`config.mk`:
```
export PLATFORM = sky130hd
export DESIGN_NAME = adc_spi_responder
export DESIGN_NICKNAME = d
export VERILOG_FILES = /design/src/rtl/adc_spi_responder.sv
export SDC_FILE = /design/constraint.sdc
export NUM_CORES = 1
export LEC_CHECK = 0
export CAP_MARGIN = 20
export CELL_PAD_IN_SITES_DETAIL_PLACEMENT = 1
export CELL_PAD_IN_SITES_GLOBAL_PLACEMENT = 1
export CORE_MARGIN = 4
export CORE_UTILIZATION = 41
export CTS_CLUSTER_DIAMETER = 30
export DETAILED_ROUTE_END_ITERATION = 10
export PLACE_DENSITY_LB_ADDON = 0.2
export REMOVE_ABC_BUFFERS = 1
export SLEW_MARGIN = 30
export SYNTH_ARGS = -nofsm -noshare
export SYNTH_HDL_FRONTEND = slang
export SYNTH_SLANG_ARGS = --single-unit
```
`constraint.sdc`:
```
create_clock -name clk -period 1.8 [get_ports clk]
set_clock_uncertainty 0.05 [all_clocks]
set_input_delay 0.27 -clock clk [delete_from_list [all_inputs] [get_ports clk]]
set_output_delay 0.27 -clock clk [all_outputs]
set_load 0.01 [all_outputs]
```
`src/rtl/adc_spi_responder.sv`:
```
// Serial-side model of a 12-bit SPI ADC. A CONVST rise latches a sample and waits out the
// conversion delay. The sample then shifts out MSB-first on SDO while a config word is read in on SDI.
module adc_spi_responder #(
  parameter int unsigned DATA_W      = 12,
  parameter int unsigned CONF_W      = 6,
  parameter int unsigned CONV_CYCLES = 2,
  parameter int unsigned SYNC_STAGES = 0
) (
  input  logic              clk,
  input  logic              reset,
  input  logic              adc_sck,
  input  logic              adc_convst,
  input  logic              adc_sdi,
  output logic              adc_sdo,
  input  logic [DATA_W-1:0] sample_in,
  output logic [CONF_W-1:0] conf_out,
  output logic              conf_valid,
  output logic              frame_done,
  output logic              busy,
  output logic              protocol_err
);

  localparam int unsigned CntW = $clog2(DATA_W + 1);
  localparam int unsigned CvW  = (CONV_CYCLES < 2) ? 1 : $clog2(CONV_CYCLES + 1);
  localparam logic [CntW-1:0] ConfLast = CntW'(CONF_W - 1);
  localparam logic [CntW-1:0] DataEnd  = CntW'(DATA_W);

  typedef enum logic [1:0] {StIdle, StConv, StShift} state_e;

  logic [2:0] raw_in, sync_in;
  logic       s_sck, s_convst, s_sdi;
  logic       sck_d1_q, convst_d1_q;
  logic       sck_rise, convst_rise;

  state_e            state_q;
  logic [DATA_W-2:0] shift_q;   // bits still to be sent after the one on adc_sdo
  logic [CONF_W-1:0] conf_sr_q;
  logic [CntW-1:0]   bit_cnt_q;
  logic [CvW-1:0]    conv_cnt_q;
  logic              conf_pend_q;

  assign raw_in = {adc_sck, adc_convst, adc_sdi};

  if (SYNC_STAGES == 0) begin : g_nosync
    assign sync_in = raw_in;
  end else begin : g_sync
    logic [2:0] stage_q [SYNC_STAGES];

    always_ff @(posedge clk or negedge reset) begin
      if (!reset) begin
        for (int i = 0; i < int'(SYNC_STAGES); i++) stage_q[i] <= '0;
      end else begin
        stage_q[0] <= raw_in;
        for (int i = 1; i < int'(SYNC_STAGES); i++) stage_q[i] <= stage_q[i-1];
      end
    end

    assign sync_in = stage_q[SYNC_STAGES-1];
  end

  assign s_sck       = sync_in[2];
  assign s_convst    = sync_in[1];
  assign s_sdi       = sync_in[0];
  assign sck_rise    = s_sck & ~sck_d1_q;
  assign convst_rise = s_convst & ~convst_d1_q;

  always_ff @(posedge clk or negedge reset) begin
    if (!reset) begin
      state_q      <= StIdle;
      shift_q      <= '0;
      conf_sr_q    <= '0;
      bit_cnt_q    <= '0;
      conv_cnt_q   <= '0;
      conf_pend_q  <= 1'b0;
      sck_d1_q     <= 1'b0;
      convst_d1_q  <= 1'b0;
      adc_sdo      <= 1'b0;
      conf_out     <= '0;
      conf_valid   <= 1'b0;
      frame_done   <= 1'b0;
      busy         <= 1'b0;
      protocol_err <= 1'b0;
    end else begin
      sck_d1_q     <= s_sck;
      convst_d1_q  <= s_convst;
      conf_valid   <= 1'b0;
      frame_done   <= 1'b0;
      protocol_err <= 1'b0;

      // A completed config word is published even if a restart lands on the same cycle.
      if (conf_pend_q) begin
        conf_out    <= conf_sr_q;
        conf_valid  <= 1'b1;
        conf_pend_q <= 1'b0;
      end

      if (convst_rise) begin
        state_q    <= StConv;
        shift_q    <= sample_in[DATA_W-2:0];
        adc_sdo    <= sample_in[DATA_W-1];
        bit_cnt_q  <= '0;
        conv_cnt_q <= CvW'(CONV_CYCLES);
        busy       <= 1'b1;
        if (state_q != StIdle) protocol_err <= 1'b1;
      end else begin
        case (state_q)
          StIdle: begin
            adc_sdo <= 1'b0;
            busy    <= 1'b0;
          end
          StConv: begin
            if (sck_rise) protocol_err <= 1'b1;
            conv_cnt_q <= conv_cnt_q - CvW'(1);
            if (conv_cnt_q <= CvW'(1)) state_q <= StShift;
          end
          StShift: begin
            if (bit_cnt_q == DataEnd) begin
              frame_done <= 1'b1;
              state_q    <= StIdle;
              busy       <= 1'b0;
              adc_sdo    <= 1'b0;
            end else if (sck_rise) begin
              if (bit_cnt_q < CntW'(CONF_W)) conf_sr_q <= {conf_sr_q[CONF_W-2:0], s_sdi};
              if (bit_cnt_q == ConfLast) conf_pend_q <= 1'b1;
              bit_cnt_q <= bit_cnt_q + CntW'(1);
              adc_sdo   <= shift_q[DATA_W-2];
              shift_q   <= {shift_q[DATA_W-3:0], 1'b0};
            end
          end
          default: state_q <= StIdle;
        endcase
      end
    end
  end

endmodule

```
==> results.toml <==
[detailed_routing]
drt_iter0_drc = 45
first_pass_iters = 5
vias = 1336
avgViaCountPerCell = 5.50
wl_mm = 4.14
drcViolationCount = 0
wl_per_cell_um = 17.0
ant_nets = 0

[power_and_ir_drop]
p_leak_nw = 0.979
switching_power_mw = 0.672
intPower_mw = 1.71
total_power_mw = 2.38
powerDensity_nw_per_um2 = 1050
power.share.sequential_pct = 47.2
clock_power_share_pct = 30.6
comb_power_share_pct = 22.1
irDropWorstVdd_uv = 563
switching_share_pct = 28.2

[timing]
tightest_slew_ns = 0.538
maxSlewHeadroom_pct = 64.2
max_freq_ghz = 0.582
fin_crit_sh_pct = 95.4
rsz0062_at_grt = "false"
min_period_ns = 1.72
finalHoldViolCount = 0
setup_viol = 0
drv_slew = 0

[synthesis]
async_reset_ff_share_pct = 100
synth-seq-area-share_pct = 56.3
yosysWarningCount = 0
synthesis.instances = 156
synth_area_leaders = "dfrtp_1 56%, mux2_2 7.8%, nand2_1 5.4%, o211ai_1 4.8%, nand4_1 3.6%"
synthFlopType = "dfrtp_1"
synth_edf_count = 0
synth_top_area_share_pct = 56.3
synth_top_cell_by_area = "dfrtp_1"
synth.distinct_cells = 30
yosysMostFrequentCell = "dfrtp_1"
syn_area_per_cell_um2 = 11.1
synthTopCellsByCount = "39 x dfrtp_1, 25 x nand2_1, 12 x mux2_2, 11 x o211ai_1, 10 x nand4_1"
syn_area_um2 = 1730
ys_ff_latch = 39

[job]
maxCapViolations = 0

[clock_network]
post_cts_buffers = 0
path_clk_slew_ns = 0.08
clockRootBuffer = "clkbuf_8"
numCtsBuffers = 5
htree_levels = 2
clk_latency_ns = 0.29
cts.sinks = 39
cts_tree = "yes"
ctsLongestPathBuffers = 2

[floorplanning]
dieArea_um2 = 5330
core_area_um2 = 4060
initial_core_util_pct = 42.7
dieHeight_um = 73.0
num_rows = 23
die_width_um = 73.0
io_pins = 28

[finish]
syn_to_final_growth_pct = 30.5
diodes = 0
instances_no_fill = 243
nNetsFinal = 213
fillers = 436
drive_above_1_share_pct = 17.6

[global_routing]
grt_remaining_overflow = 0
grt_pass1_wl_mm = 7.25
grt_pass1_vias = 1469
grt_use_total_pct = 17.9
antenna_found_initial = 0
grt_max_degree = 29

[setup_path]
slowest_stage = "clkdlybuf4s50_1"
path_class = "in -> reg"
crit_chain = "clkdlybuf4s50_1 > nand4bb_1 > a2111oi_4 > buf_4 > mux2_2"
timing.critical_path.fanout_max = 6
slowest_delay_ns = 0.52
cp-end-kind = "flip-flop"
startpoint_type = "input pin"
critPathArrivalTime_ns = 1.85
required_ns = 1.93

[status]
status = "completed"

[placement]
portBuffers = 27
place.detailed.hpwl_mm = 2.95
placed_cells = 234
finalWeightedCongestion = 0.745

[hold_path]
hp-class = "in -> reg"
metrics by stage:
stage	util, %	TNS, ns	hold slack [ns]	setup WS [ns]	cell area [um2]
finish	55.8	0	0.427	0.0830	2260
global route	55.8	0	0.418	0.0157	2260
CTS	55.8	0	0.424	0.108	2260
detailed placement	52.8	-1.25	0.231	-0.196	2140
global placement	52.8	-0.764	0.215	-0.128	2140
floorplan	-	-0.117	-0.0756	-0.0196	1690
layout by cell type, fill, tap and decap left out, types with 2 or more instances in the layout:
master / count
dfrtp_1: 39
clkdlybuf4s50_1: 26
nand2_1: 25
mux2_2: 12
o211ai_1: 11
nand4_1: 10
buf_4: 8
inv_1: 6
o21ai_0: 6
a21oi_1: 5
clkbuf_8: 5
nand3_1: 4
ha_1: 4
nand2b_1: 3
nor2_1: 3
buf_12: 3
nor2b_1: 2
o311ai_0: 2
o41ai_1: 2
state kept, by name (all words and copies together), names as in the netlist:
name	count
conf_sr_q	6
frame_done	1
conf_out	6
bit_cnt_q	4
state_q	2
conv_cnt_q	2
sck_d1_q	1
shift_q	11
protocol_err	1
adc_sdo	1
conf_pend_q	1
convst_d1_q	1
busy	1
conf_valid	1
worst max-delay path: cells and delay by family:
family	cells	cell delay (ns)
buffers and inverters	2	0.72
muxes	1	0.34
AOI/OAI and AO/OA	1	0.31
and+or+nand+nor	1	0.21
worst paths after layout:
path	start	endpoint	slack [ns]	cells past startpoint
min in group asynchronous	reset	conf_out[0]	0.44	2
setup reg to reg	state_q[0]	conf_sr_q[4]	0.12	4
hold reg to reg	conf_out[3]	conf_out[3]	0.46	1
setup / recovery	adc_sck	conf_sr_q[4]	0.08	5
max in group asynchronous	reset	shift_q[9]	0.78	3
hold / removal	adc_convst	convst_d1_q	0.43	1
power by group through the flow:
stage / sequential, mW / combinational (mW) / clock (mW)
2_1_floorplan: 1.14 / 0.272 / 0
3_3_place_gp: 1.13 / 0.493 / 0
3_5_place_dp: 1.14 / 0.531 / 0
4_1_cts: 1.13 / 0.538 / 0.749
5_1_grt: 1.15 / 0.599 / 0.794
6_report: 1.12 / 0.527 / 0.729
final cells by class:
class / instances / area [um2] / area share, %
Sequential cell: 39 / 976 / 43.1
Multi-Input combinational cell: 101 / 694 / 30.7
Inverter: 6 / 22.5 / 0.995
Clock buffer: 5 / 68.8 / 3.04
Timing Repair Buffer: 39 / 395 / 17.5
Clock inverter: 3 / 43.8 / 1.93
Tap cell: 50 / 62.6 / 2.76
cell families (layout without fill, tap and decap cells):
logic type      Yosys count  in the layout  share of synthesized area [%]
simple gates             54             54                           16.0
buf+inv                  16             53                           3.68
xor+xnor                  1              1                          0.505
mux                      12             12                           7.79
fa+ha+maj                 4              4                           2.89
flops                    39             39                           56.3
compound gates           30             30                           12.8
layer usage:
layer	track usage, %	routed length [um]	up-vias
met5	0	0	-
met3	5.10	177	6
met4	4.30	42	0
met2	29.8	2140	27
met1	22.9	1780	669
li1	-	-	634
repair_timing:
action	4_1_cts	5_1_grt
gates resized for setup	0	0
hold buffers	1	0
hold endpoints to repair	21	0
No activity file was read; power rests on OpenSTA's default activity.
